### config.mk
export PLATFORM = sky130hd
export DESIGN_NAME = me_mv_collector
export DESIGN_NICKNAME = d
export VERILOG_FILES = /design/src/rtl/me_mv_collector.sv
export SDC_FILE = /design/constraint.sdc
export NUM_CORES = 1
export LEC_CHECK = 0
export ABC_CLOCK_PERIOD_IN_PS = 4750
export BUFFER_PORTS_ARGS = -buffer_cell sky130_fd_sc_hd__buf_2
export CAP_MARGIN = 20
export CORE_ASPECT_RATIO = 1.25
export CORE_MARGIN = 8
export CORE_UTILIZATION = 55
export CTS_CLUSTER_DIAMETER = 50
export CTS_CLUSTER_SIZE = 25
export DETAILED_ROUTE_END_ITERATION = 8
export PLACE_DENSITY = 0.86
export SLEW_MARGIN = 20
export SYNTH_ARGS = -nofsm -noshare
export SYNTH_HDL_FRONTEND = slang
export SYNTH_SLANG_ARGS = --single-unit
### constraint.sdc
create_clock -name clk -period 4.75 [get_ports clk]
set_input_delay 0.2375 -clock clk [delete_from_list [all_inputs] [get_ports clk]]
set_output_delay 0.2375 -clock clk [all_outputs]
set_load 0.02 [all_outputs]
### src/rtl/me_mv_collector.sv
// me_mv_collector: drives me_top through NUM_BLOCKS searches using a 4-phase
// req/ack handshake. Each captured min_cnt is split into (x, y) by repeated
// subtraction. The resulting signed motion vector and SAD are queued in a
// first-word fall-through output FIFO with a valid/ready interface.
module me_mv_collector #(
    parameter int TB_LENGTH    = 16,
    parameter int SW_LENGTH    = 64,
    parameter int PE_OUT_WIDTH = 8,
    parameter int NUM_BLOCKS   = 4,
    parameter int FIFO_DEPTH   = 4,
    localparam int RANGE = SW_LENGTH - TB_LENGTH + 1,
    localparam int CNT_W = $clog2(RANGE * RANGE),
    localparam int SAD_W = $clog2(TB_LENGTH * TB_LENGTH) + PE_OUT_WIDTH,
    localparam int MV_W  = $clog2(RANGE) + 1,
    localparam int BLK_W = (NUM_BLOCKS > 1) ? $clog2(NUM_BLOCKS) : 1
) (
    input  logic             clk,
    input  logic             rst,
    input  logic             start,
    output logic             busy,
    output logic             done,
    output logic             err,
    output logic             me_req,
    input  logic             me_ack,
    input  logic [CNT_W-1:0] me_min_cnt,
    input  logic [SAD_W-1:0] me_min_sad,
    output logic             out_valid,
    input  logic             out_ready,
    output logic [BLK_W-1:0] out_blk,
    output logic [MV_W-1:0]  out_mv_x,
    output logic [MV_W-1:0]  out_mv_y,
    output logic [SAD_W-1:0] out_sad
);

    localparam int OFFSET  = (SW_LENGTH - TB_LENGTH) / 2;
    localparam int Q_W     = $clog2(RANGE);
    localparam int PTR_W   = $clog2(FIFO_DEPTH);
    localparam int ENTRY_W = BLK_W + 2 * MV_W + SAD_W;

    localparam logic [CNT_W-1:0] RANGE_C  = CNT_W'(RANGE);
    localparam logic [CNT_W-1:0] R_MAX    = CNT_W'(RANGE - 1);
    localparam logic [Q_W-1:0]   Q_MAX    = Q_W'(RANGE - 1);
    localparam logic [MV_W-1:0]  OFFSET_C = MV_W'(OFFSET);
    localparam logic [BLK_W-1:0] BLK_LAST = BLK_W'(NUM_BLOCKS - 1);

    typedef enum logic [2:0] {
        S_IDLE,
        S_REQ,
        S_RELEASE,
        S_DIV,
        S_PUSH
    } state_t;

    state_t             state_q, state_d;
    logic [BLK_W-1:0]   blk_q, blk_d;
    logic [CNT_W-1:0]   r_q, r_d;
    logic [Q_W-1:0]     q_q, q_d;
    logic [SAD_W-1:0]   sad_q, sad_d;
    logic               err_q, err_d;
    logic               done_q, done_d;
    logic               me_req_q, me_req_d;
    logic [PTR_W:0]     wr_ptr_q, wr_ptr_d;
    logic [PTR_W:0]     rd_ptr_q, rd_ptr_d;
    logic [ENTRY_W-1:0] mem_q [FIFO_DEPTH];
    logic [ENTRY_W-1:0] mem_d [FIFO_DEPTH];

    logic               div_step;
    logic               fifo_empty;
    logic               fifo_full;
    logic               push;
    logic               pop;
    logic               last_blk;
    logic [MV_W-1:0]    mv_x;
    logic [MV_W-1:0]    mv_y;
    logic [ENTRY_W-1:0] push_entry;
    logic [ENTRY_W-1:0] head;

    // Divider, FIFO status and the entry about to be written
    always_comb begin
        div_step   = (r_q >= RANGE_C) && (q_q < Q_MAX);
        fifo_empty = (wr_ptr_q == rd_ptr_q);
        fifo_full  = (wr_ptr_q[PTR_W] != rd_ptr_q[PTR_W]) &&
                     (wr_ptr_q[PTR_W-1:0] == rd_ptr_q[PTR_W-1:0]);
        pop        = !fifo_empty && out_ready;
        push       = (state_q == S_PUSH) && (!fifo_full || pop);
        last_blk   = (blk_q == BLK_LAST);
        mv_x       = r_q[MV_W-1:0] - OFFSET_C;
        mv_y       = MV_W'(q_q) - OFFSET_C;
        push_entry = {blk_q, mv_x, mv_y, sad_q};
        head       = mem_q[rd_ptr_q[PTR_W-1:0]];
    end

    // State register and all datapath/FIFO control flops
    always_ff @(posedge clk) begin
        if (rst) begin
            state_q  <= S_IDLE;
            blk_q    <= '0;
            r_q      <= '0;
            q_q      <= '0;
            sad_q    <= '0;
            err_q    <= 1'b0;
            done_q   <= 1'b0;
            me_req_q <= 1'b0;
            wr_ptr_q <= '0;
            rd_ptr_q <= '0;
        end else begin
            state_q  <= state_d;
            blk_q    <= blk_d;
            r_q      <= r_d;
            q_q      <= q_d;
            sad_q    <= sad_d;
            err_q    <= err_d;
            done_q   <= done_d;
            me_req_q <= me_req_d;
            wr_ptr_q <= wr_ptr_d;
            rd_ptr_q <= rd_ptr_d;
        end
    end

    // FIFO storage; contents are meaningless while empty, so no reset is needed
    always_ff @(posedge clk) begin
        mem_q <= mem_d;
    end

    // Next-state logic: the handshake must fully close (ack low) before dividing
    always_comb begin
        state_d = state_q;
        case (state_q)
            S_IDLE:    if (start)    state_d = S_REQ;
            S_REQ:     if (me_ack)   state_d = S_RELEASE;
            S_RELEASE: if (!me_ack)  state_d = S_DIV;
            S_DIV:     if (!div_step) state_d = S_PUSH;
            S_PUSH:    if (push)     state_d = last_blk ? S_IDLE : S_REQ;
            default:                 state_d = S_IDLE;
        endcase
    end

    // FSM outputs: registered request and the one-cycle completion pulse
    always_comb begin
        me_req_d = (state_d == S_REQ);
        done_d   = (state_q == S_PUSH) && push && last_blk;
    end

    // Datapath: capture, repeated-subtraction divide, block counter, error flag
    always_comb begin
        blk_d = blk_q;
        r_d   = r_q;
        q_d   = q_q;
        sad_d = sad_q;
        err_d = err_q;
        case (state_q)
            S_IDLE: begin
                if (start) begin
                    blk_d = '0;
                    err_d = 1'b0;
                end
            end
            S_REQ: begin
                if (me_ack) begin
                    r_d   = me_min_cnt;
                    q_d   = '0;
                    sad_d = me_min_sad;
                end
            end
            S_DIV: begin
                if (div_step) begin
                    r_d = r_q - RANGE_C;
                    q_d = q_q + Q_W'(1);
                end else if (r_q >= RANGE_C) begin
                    err_d = 1'b1;
                    r_d   = R_MAX;
                end
            end
            S_PUSH: begin
                if (push && !last_blk) begin
                    blk_d = blk_q + BLK_W'(1);
                end
            end
            default: ;
        endcase
    end

    // FIFO pointer and storage updates; push and pop may coincide in any fill state
    always_comb begin
        wr_ptr_d = wr_ptr_q;
        rd_ptr_d = rd_ptr_q;
        mem_d    = mem_q;
        if (push) begin
            mem_d[wr_ptr_q[PTR_W-1:0]] = push_entry;
            wr_ptr_d = wr_ptr_q + (PTR_W+1)'(1);
        end
        if (pop) begin
            rd_ptr_d = rd_ptr_q + (PTR_W+1)'(1);
        end
    end

    assign busy      = (state_q != S_IDLE);
    assign done      = done_q;
    assign err       = err_q;
    assign me_req    = me_req_q;
    assign out_valid = !fifo_empty;
    assign out_blk   = head[ENTRY_W-1 -: BLK_W];
    assign out_mv_x  = head[SAD_W+MV_W +: MV_W];
    assign out_mv_y  = head[SAD_W +: MV_W];
    assign out_sad   = head[SAD_W-1:0];

endmodule

==> reports/qor.txt, run 1 <==
mux share of post-synthesis cell area -> 10.3%
clock latency on the worst-skew pair -> 0.42 ns
dpl cells -> 686
Critical Path RT -> 5.08 ns
synth cell count leaders -> edfxtp_1 (128), dfxtp_1 (48), nand2_1 (48)
Layout area overhead -> 15.8%
first-pass GRT wire length -> 24.1 mm
Seq cells post-synth -> 176
global-route usage over all layers -> 18.8%
gp weighted congestion -> 0.850
Worst Tran Pin Value -> 0.953 ns
net count after synthesis -> 512
Die ar. -> 0.0168 mm²
post-cts hold buffer count -> 0
largest family of logic cells by synthesized area -> multiplexers
FP Rows -> 46
final hold vios -> 0
hold crit path type -> in2reg
sequential area share after synthesis -> 67.7%
Worst Skew -> 0.00892 ns
Clock Sinks -> 176
CTS tree -> built
Ys Warns -> 0
EDFF count, synth -> 128
Cell Pwr Density -> 404 mW/mm²
First-pass DRT Iterations -> 5
clock slew at reported path FFs -> 0.06 ns
crit path capture -> r_q[10]$_SDFFE_PP0P_
library cells used by synthesis -> 54
vias post-DR -> 4318
Boundary Pins -> 70
Buffers on Ports -> 69
nets -> 582
Synth area leader -> edfxtp_1
# Post-CTS Setup Buffers -> 0
reg2reg path depth -> 7
Worst setup SP type -> flip-flop
CP Launch Point -> r_q[0]$_SDFFE_PP0P_
fin. max-slew vios -> 0
unrepaired setup endpoints after global routing -> false
Final Cell Area -> 0.00822 mm²
routed vias/inst -> 6.01
Synth area leaders -> edfxtp_1 (54%), dfxtp_1 (14%), mux4_2 (10%)
H-tree depth -> 4
CP arrival -> 2.84 ns
worst r2r src -> r_q[0]$_SDFFE_PP0P_
# diodes -> 0
CTS Buf Count -> 17
DR WL/cell -> 21.4 µm
most frequent cell after synthesis -> edfxtp_1
CP Class -> reg2reg
share of Yosys cell area claimed by the top area cell type -> 54.2%
Synth Area in Compound Gates -> 7.41%
final setup vio count -> 0
R2R setup slack -> 2.24 ns
synthesized area -> 0.00710 mm²
Max Fanout on Critical Path -> 11
max cap viols -> 0
share of cells above drive strength 1 -> 28.4%
DIE WIDTH -> 118 µm
Worst setup EP type -> flip-flop
Slew HR -> 36.1%
Mapped Cells -> 467
Initial Util -> 56.0%
Final Cycle Share -> 52.9%
antenna viol nets, final -> 0
total gr overflow -> 0
Pleak -> 2.75 nW
reg2reg end -> r_q[10]$_SDFFE_PP0P_
maximum vdd ir drop -> 261 µV
clock tree buffer depth -> 2
HPWL after DPL -> 9.70 mm
Post-Synth XOR/XNOR Area -> 1.73%
final wirelength -> 15.4 mm
Die Ht -> 143 µm
Post-Synth Simple-Gate Area -> 8.50%
post-synthesis adder-cell area fraction -> 2.12%
fin crit period -> 2.51 ns
pin count of the biggest net entering global routing -> 45
DR DRC count -> 0
Primary FF master, synth -> edfxtp_1
Synth async-reset ratio -> 0%
Initial DRC Count -> 357
setup_tns -> 0 ns
number of global-route vias before repair -> 4428
status -> finished clean
post-route insts no fill -> 718
total power -> 0.00332 W
initial antenna violation count -> 0
Avg Cell Area, Syn -> 15.2 µm²
Clock Tree Root -> clkbuf_16
fmax -> 398 MHz
# resized after CTS -> 0
core area -> 0.0127 mm²
Hold WS -> 0.0598 ns
DP Area -> 0.00759 mm²
## layout by cell type, fill, tap and decap left out, types with 4 or more instances in the layout
cell / instances
clkbuf_16: 17
a21oi_1: 39
or3_1: 4
nand3_1: 8
xnor2_1: 8
buf_4: 7
nand2b_1: 9
edfxtp_1: 128
ha_1: 12
a32oi_1: 4
dfxtp_1: 47
nor2_1: 20
buf_2: 69
nor3_1: 5
xor2_1: 6
bufinv_16: 4
inv_1: 9
a211oi_1: 5
nand2_1: 48
o21ai_0: 6
and2_1: 4
mux4_2: 32
## worst min path at each step
stage | startpoint | end | depth (start not counted)
floorplan | me_min_sad[0] | sad_q[0]$_SDFFE_PP0P_ | 2
global placement | err$_SDFFE_PP0P_ | err$_SDFFE_PP0P_ | 2
detailed placement | err$_SDFFE_PP0P_ | err$_SDFFE_PP0P_ | 2
CTS | me_min_sad[0] | sad_q[0]$_SDFFE_PP0P_ | 3
global route | me_min_sad[0] | sad_q[0]$_SDFFE_PP0P_ | 3
finish | me_min_sad[0] | sad_q[0]$_SDFFE_PP0P_ | 3
## layer usage
metal  global-route usage, %  vias up  routed length, µm
met5                       0        -                  0
met4                    8.18        0                354
met3                    4.54       36                956
met2                    32.6      209               8030
met1                    22.0     2142               6050
li1                        -     1931                  -
## critical path: stages, from the launching register on
cell and delay [ns]:
dfxtp_1 0.45, inv_1 0.11, ha_1 0.26, nor4b_4 0.16, o211a_1 0.27, nor2_1 0.67, a32oi_1 0.20, o32ai_1 0.29
## cell families after synthesis
family,after synthesis
flip-flops,176
AND/OR/NAND/NOR,120
AO/OA/AOI/OAI,78
buffers and inverters,34
multiplexers,33
XOR/XNOR,14
adder cells (fa/ha/maj),12
## report_power, final
group	switching [W]	total (W)	internal, W
Sequential	0.0000246	0.00168	0.00166
Combinational	0.000102	0.000164	0.0000621
Clock	0.000587	0.00148	0.000889
Total	0.000714	0.00332	0.00261
## registers in the layout, summed over array words and instances (netlist names), 2 cells and up
register  count
blk_q         2
mem_q       128
q_q           6
r_q          12
rd_ptr_q      3
sad_q        16
state_q       3
wr_ptr_q      3
## metrics by stage
stage | setup slack [ns] | utilization (%)
after global placement | 2.48 | 59.9
after global routing | 2.11 | 64.9
after floorplan | 2.55 | -
final | 2.24 | 64.9
after CTS | 2.28 | 64.9
after detailed placement | 2.29 | 59.9
## area by class of cell
type	instances	area, µm²
clock inverters	15	208
clock buffers	17	425
inverters	9	33.8
flip-flops and latches	176	4810
repair buffers	76	398
well taps	168	210
multi-input cells	257	2140
fillers	866	4440
Power figures use the tool's default switching activity.
==> run 2: changes to the inputs <==
Settings changed: ABC_CLOCK_PERIOD_IN_PS 4750 to 2000, CORE_UTILIZATION 55 to 53, PLACE_DENSITY 0.86 to 0.87.
Clock period 4.75 ns to 2 ns, I/O delays scaled along.
==> run 2 against run 1 <==
Compared with the run above:
- sequential power rose by 140%
- clock power rose by 120%
- utilization rose by 0.89 points
- register-to-register slack worse by 2.2 ns
- first-iteration DRC count is 27% lower
- design area is 5.5% higher
- wire length rose by 3.0%
- largest cell class unchanged
- highest routed layer unchanged
==> reports/qor.txt, run 2 (synthesized netlist as in run 1, its figures left out) <==
Initial DRC Count -> 261 (-27%)
Slew HR -> 66.8% (+31 points)
max cap viols -> 0 (unchanged)
CP Launch Point -> r_q[0]$_SDFFE_PP0P_
HPWL after DPL -> 9.75 mm (+0.49%)
Min-Delay Path Depth -> 4 (+1)
maximum vdd ir drop -> 508 µV (+95%)
crit-path max cell delay -> 0.33 ns (-0.34 ns)
Max Fanout on Critical Path -> 5 (-6)
Worst setup EP type -> flip-flop
CP arrival -> 2.23 ns (-0.61 ns)
max reg flops -> 128 (unchanged)
setup_tns -> 0 ns (unchanged)
Clock Sinks -> 176 (unchanged)
DR WL/cell -> 20.6 µm (-3.7%)
Worst setup SP type -> flip-flop
CTS tree -> built
status -> finished clean
Die ar. -> 0.0174 mm² (+3.3%)
hold crit path type -> in2reg
met2 Usage GRT -> 31.5% (-1.1 points)
number of global-route vias before repair -> 4668 (+5.4%)
CP Cell Sequence -> inv_1 > ha_2 > nor4b_4 > o211a_1 > nor2_2 > buf_4 > a221oi_1 > a211oi_1
number of fill cells -> 877 (+1.3%)
total gr overflow -> 0 (unchanged)
First-pass DRT Iterations -> 5 (unchanged)
delay-heaviest family, CP -> compound AO/OA/AOI/OAI gates
reg2reg end -> r_q[0]$_SDFFE_PP0P_
Final Cycle Share -> 96.8% (+44 points)
Worst Tran Pin Value -> 0.498 ns (-0.455 ns)
global-route usage over all layers -> 18.2% (-0.57 points)
gr busiest metal -> met2
share of cells above drive strength 1 -> 32.3% (+4.0 points)
nets -> 629 (+8.1%)
Layout area overhead -> 22.2%
final wirelength -> 15.8 mm (+3.0%)
fin. max-slew vios -> 0 (unchanged)
Largest Register -> mem_q
H-tree depth -> 4 (unchanged)
first-pass GRT wire length -> 24.7 mm (+2.4%)
R2R setup slack -> 0.06 ns (-2.18 ns)
most frequent cells in the layout -> edfxtp_1 (128), buf_2 (69), nand2_1 (48), dfxtp_1 (45), a21oi_1 (39)
vias post-DR -> 4446 (+3.0%)
crit path capture -> r_q[0]$_SDFFE_PP0P_
DIE WIDTH -> 119 µm (+1.6%)
worst r2r src -> r_q[0]$_SDFFE_PP0P_
Boundary Pins -> 70 (unchanged)
fmax -> 516 MHz (+30%)
gp weighted congestion -> 0.896 (+5.3%)
post-route insts no fill -> 768 (+7.0%)
total power -> 0.00772 W (+130%)
Hold WS -> 0.00869 ns (-0.0511 ns)
clock latency on the worst-skew pair -> 0.43 ns (about the same)
core area -> 0.0132 mm² (+4.0%)
CP Class -> reg2reg
Pleak -> 2.97 nW (+8.0%)
final setup vio count -> 0 (unchanged)
CP Buf/Inv Count -> 2 (+1)
# diodes -> 0 (unchanged)
dpl cells -> 710 (+3.5%)
Worst Skew -> 0.00990 ns (+0.000981 ns)
commonest non-fill, non-tap cell in the layout -> edfxtp_1
fin crit period -> 1.94 ns (-0.574 ns)
Stages on worst setup path -> 8 (+1)
clock slew at reported path FFs -> 0.07 ns (about the same)
slowest cell on the critical path -> dfxtp_2
FP Rows -> 47 (+2.2%)
Critical Path RT -> 2.30 ns (-2.78 ns)
Die Ht -> 145 µm (+1.7%)
final hold vios -> 0 (unchanged)
DR DRC count -> 0 (unchanged)
GRT met3 Usage -> 4.58% (+0.037 points)
routed vias/inst -> 5.79 (-3.7%)
met1 Use GR -> 20.4% (-1.6 points)
pin count of the biggest net entering global routing -> 35 (-22%)
CTS Buf Count -> 17 (unchanged)
antenna viol nets, final -> 0 (unchanged)
clock tree buffer depth -> 2 (unchanged)
Cell Pwr Density -> 891 mW/mm² (+120%)
Buffers on Ports -> 69 (unchanged)
initial antenna violation count -> 0 (unchanged)
Initial Util -> 53.9% (-2.2 points)
Clock Tree Root -> clkbuf_16
reg2reg path depth -> 8 (+1)
largest registers -> mem_q: 128 flops, sad_q: 16 flops, r_q: 12 flops
==> run 2: cell types whose count changed in the layout (fill, tap and decap cells not counted), sizes merged <==
| cell | delta |
|---|---|
| buf | +26 |
| inv | +5 |
| clkbuf | +2 |
| clkinv | -3 |
| bufinv | -3 |
| dlygate4sd3 | +20 |
==> run 2: timing repair <==
action | in CTS | in global routing
gates resized for setup | 0 | 5
setup endpoints to repair | 1 | 21
buffers inserted | 2 | 3
pin swaps | 1 | 3
hold buffers | 20 | 0
endpoints found under the hold margin | 20 | 0
cloned | 0 | 1
==> run 2: where the power goes <==
part	internal, W	switching, W	total [W]
sequential	0.00394	0.0000517	0.00399
clock	0.00179	0.00146	0.00325
combinational	0.000215	0.000265	0.000479
==> run 2: worst register-to-register path: stages, from the launching register on <==
cell and delay (ns):
dfxtp_2 0.33, inv_1 0.10, ha_2 0.19, nor4b_4 0.30, o211a_1 0.30, nor2_2 0.09, buf_4 0.16, a221oi_1 0.26
a211oi_1 0.09
==> run 2: cell type report <==
cell class	count	area, µm²	share of cell area, %
Timing Repair Buffer	123	881	10.2
Multi-Input combinational cell	257	2150	24.8
Tap cell	171	214	2.47
Sequential cell	176	4810	55.5
Clock buffer	18	439	5.07
Inverter	9	33.8	0.390
Clock inverter	14	141	1.63
==> run 2: metal layers <==
| metal | vias up | share of wire, % |
|---|---|---|
| met1 | 2204 | 39 |
| li1 | 2025 | - |
| met2 | 179 | 52 |
| met4 | 0 | 2.6 |
| met3 | 38 | 5.9 |
| met5 | - | 0 |
==> run 2: worst min-delay path by stage <==
stage / slack [ns] / startpoint / to
6_report: 0.009 / me_min_cnt[8] / r_q[8]$_SDFFE_PP0P_
3_5_place_dp: 0.35 / me_min_sad[7] / sad_q[7]$_SDFFE_PP0P_
2_1_floorplan: 0.24 / me_min_sad[0] / sad_q[0]$_SDFFE_PP0P_
4_1_cts: 0.003 / me_min_cnt[8] / r_q[8]$_SDFFE_PP0P_
5_1_grt: 0.03 / start / err$_SDFFE_PP0P_
3_3_place_gp: 0.34 / me_min_sad[11] / sad_q[11]$_SDFFE_PP0P_
==> run 2: metrics by stage <==
stage	util [%]	instance area, µm²	setup WS, ns
after floorplan	-	7100	0.0759
after global placement	59.3	7820	0.0909
after detailed placement	59.3	7820	-0.0369
after CTS	65.4	8610	0.000885
after global routing	65.8	8670	-0.0367
final	65.8	8670	0.0633
==> run 3: changes to the inputs <==
Settings changed: CORE_UTILIZATION 53 to 27, PLACE_DENSITY 0.87 to 0.55.
==> run 3 against run 2 <==
Compared with the run above:
- final cell count rose by 22%
- combinational power rose by 4.8%
- global-route usage fell by 7.7 points
- sequential power barely moved
- critical endpoint is now r_q[10]$_SDFFE_PP0P_
- clock power rose by 3%
- design area rose by 3.6%
- utilization fell by 31 points
- power rose by 1.6%
- flip-flop and latch count did not move
- die area rose by 83%
- largest power group unchanged
- largest cell class unchanged
- highest routed layer unchanged
- register-to-register slack improved by 0.03 ns
- clock-buffer cell count fell by 1
==> reports/qor.txt, run 3 (synthesized netlist as in run 1, its figures left out) <==
reg2reg end -> r_q[10]$_SDFFE_PP0P_
Worst setup SP type -> flip-flop
Min-Delay Endpoint -> r_q[8]$_SDFFE_PP0P_
clock slew at reported path FFs -> 0.07 ns (about the same)
final hold vios -> 0 (unchanged)
Hold Crit Start -> me_min_cnt[8]
setup_tns -> 0 ns (unchanged)
DP Area -> 0.00807 mm² (+3.3%)
maximum vdd ir drop -> 546 µV (+7.6%)
DR WL/cell -> 17.6 µm (-15%)
fin crit period -> 1.90 ns (-0.0346 ns)
Critical Path RT -> 2.29 ns (about the same)
slowest cell on the critical path -> dfxtp_2
Boundary Pins -> 70 (unchanged)
DR DRC count -> 0 (unchanged)
routed vias/inst -> 4.57 (-21%)
Die ar. -> 0.0318 mm² (+83%)
Max Fanout on Critical Path -> 5 (unchanged)
core area -> 0.0259 mm² (+97%)
Final Cell Area -> 0.00898 mm² (+3.6%)
Worst setup EP type -> flip-flop
global-route usage over all layers -> 10.5% (-7.7 points)
# diodes -> 0 (unchanged)
total power -> 0.00785 W (+1.6%)
CP arrival -> 2.19 ns (-0.04 ns)
vias post-DR -> 4285 (-3.6%)
clock tree buffer depth -> 2 (unchanged)
most frequent cells in the layout -> edfxtp_1 (128), buf_2 (70), nand2_1 (48), dfxtp_1 (44), a21oi_1 (39)
fin. max-slew vios -> 0 (unchanged)
Initial Util -> 27.4% (-27 points)
Worst Tran Pin Value -> 0.615 ns (+0.117 ns)
DIE WIDTH -> 161 µm (+35%)
largest registers -> mem_q: 128 flops, sad_q: 16 flops, r_q: 12 flops
Initial DRC Count -> 251 (-3.8%)
worst r2r src -> r_q[0]$_SDFFE_PP0P_
nets -> 629 (unchanged)
CP Buf/Inv Count -> 2 (unchanged)
Largest Register -> mem_q
FP Rows -> 66 (+40%)
CP Cell Sequence -> inv_2 > ha_2 > nor4b_4 > o211a_1 > nor2_4 > buf_6 > a32oi_1 > o32ai_1
commonest non-fill, non-tap cell in the layout -> edfxtp_1
CTS tree -> built
max cap viols -> 0 (unchanged)
clock latency on the worst-skew pair -> 0.43 ns (about the same)
Layout area overhead -> 26.6%
HPWL after DPL -> 10.7 mm (+10%)
initial antenna violation count -> 0 (unchanged)
Worst Skew -> 0.0103 ns (+0.000446 ns)
gp weighted congestion -> 0.827 (-7.7%)
Cell Pwr Density -> 874 mW/mm² (-1.9%)
number of fill cells -> 2543 (+190%)
area taken by flip-flops and latches -> 0.00481 mm² (about the same)
hold crit path type -> in2reg
antenna viol nets, final -> 0 (unchanged)
final wirelength -> 16.4 mm (+3.8%)
area of the multi-input gates -> 0.00218 mm² (+1.5%)
reg2reg path depth -> 8 (unchanged)
status -> finished clean
Slew HR -> 59.0% (-7.8 points)
max reg flops -> 128 (unchanged)
delay-heaviest family, CP -> compound AO/OA/AOI/OAI gates
Hold WS -> 0.0247 ns (+0.0160 ns)
total gr overflow -> 0 (unchanged)
number of global-route vias before repair -> 4574 (-2.0%)
H-tree depth -> 4 (unchanged)
Final Cycle Share -> 95.1% (-1.7 points)
Clock Sinks -> 176 (unchanged)
CTS Buf Count -> 17 (unchanged)
share of cells above drive strength 1 -> 33.3% (+1.0 points)
pin count of the biggest net entering global routing -> 35 (unchanged)
crit-path max cell delay -> 0.34 ns (about the same)
Pleak -> 3.01 nW (+1.3%)
First-pass DRT Iterations -> 4 (-1)
first-pass GRT wire length -> 25.7 mm (+4.0%)
Buffers on Ports -> 69 (unchanged)
Min-Delay Path Depth -> 4 (unchanged)
CP Class -> reg2reg
fmax -> 526 MHz (+1.8%)
Die Ht -> 197 µm (+36%)
Clock Tree Root -> clkbuf_16
R2R setup slack -> 0.1 ns (+0.03 ns)
final setup vio count -> 0 (unchanged)
## run 3: timing repair
action                     4_1_cts  5_1_grt
setup endpoints to repair       11       10
hold endpoints to repair        20        0
cloned                           1        1
setup buffers                    1        2
resized for setup                4       13
hold buffers                    20        0
pin swaps                        1        6
## run 3: metal layers
layer	vias to the layer above	global-route usage, %	wire length, µm
li1	2018	-	-
met1	2165	12.7	7410
met2	91	17.9	8180
met3	11	3.15	665
met4	0	3.09	193
met5	-	0	0
## run 3: metrics by stage
step	cells	setup slack [ns]	util (%)
2_1_floorplan	467	0.0759	-
3_3_place_gp	880	0.133	31.1
3_5_place_dp	880	-0.0171	31.1
4_1_cts	934	0.00692	34.4
5_1_grt	937	-0.0173	34.6
6_report	937	0.0979	34.6
## run 3: layout make-up
class,instances,area share (%)
clock buffer,17,4.74
tap,340,4.74
multi-input combinational,257,24.3
inverter,9,0.376
clock inverter,15,1.95
sequential,176,53.6
timing repair buffer,123,10.3
## run 3: worst max path at each step
stage	start	endpoint	slack (ns)	cells after the start
floorplan	rd_ptr_q[1]$_SDFFE_PP0P_	wr_ptr_q[2]$_SDFFE_PP0P_	0.08	7
detailed placement	r_q[0]$_SDFFE_PP0P_	r_q[10]$_SDFFE_PP0P_	-0.02	8
global route	r_q[1]$_SDFFE_PP0P_	r_q[1]$_SDFFE_PP0P_	-0.02	8
global placement	r_q[1]$_SDFFE_PP0P_	r_q[0]$_SDFFE_PP0P_	0.13	8
finish	r_q[0]$_SDFFE_PP0P_	r_q[10]$_SDFFE_PP0P_	0.1	8
CTS	r_q[0]$_SDFFE_PP0P_	r_q[0]$_SDFFE_PP0P_	0.007	8
## run 3: power breakdown
group          total [W]  internal, W  leakage [nW]  switching (W)
sequential       0.00399      0.00394          1.50      0.0000476
clock            0.00336      0.00189         0.289        0.00147
combinational   0.000502     0.000222          1.22       0.000280
## run 3: worst register-to-register path, delay by kind of cell, from the launching register on
family                     cells  cell delay [ns]
buffers and inverters          2             0.21
DFF                            1             0.34
adders and majority gates      1             0.21
and+or+nand+nor                2             0.40
AOI/OAI and AO/OA              3             0.60
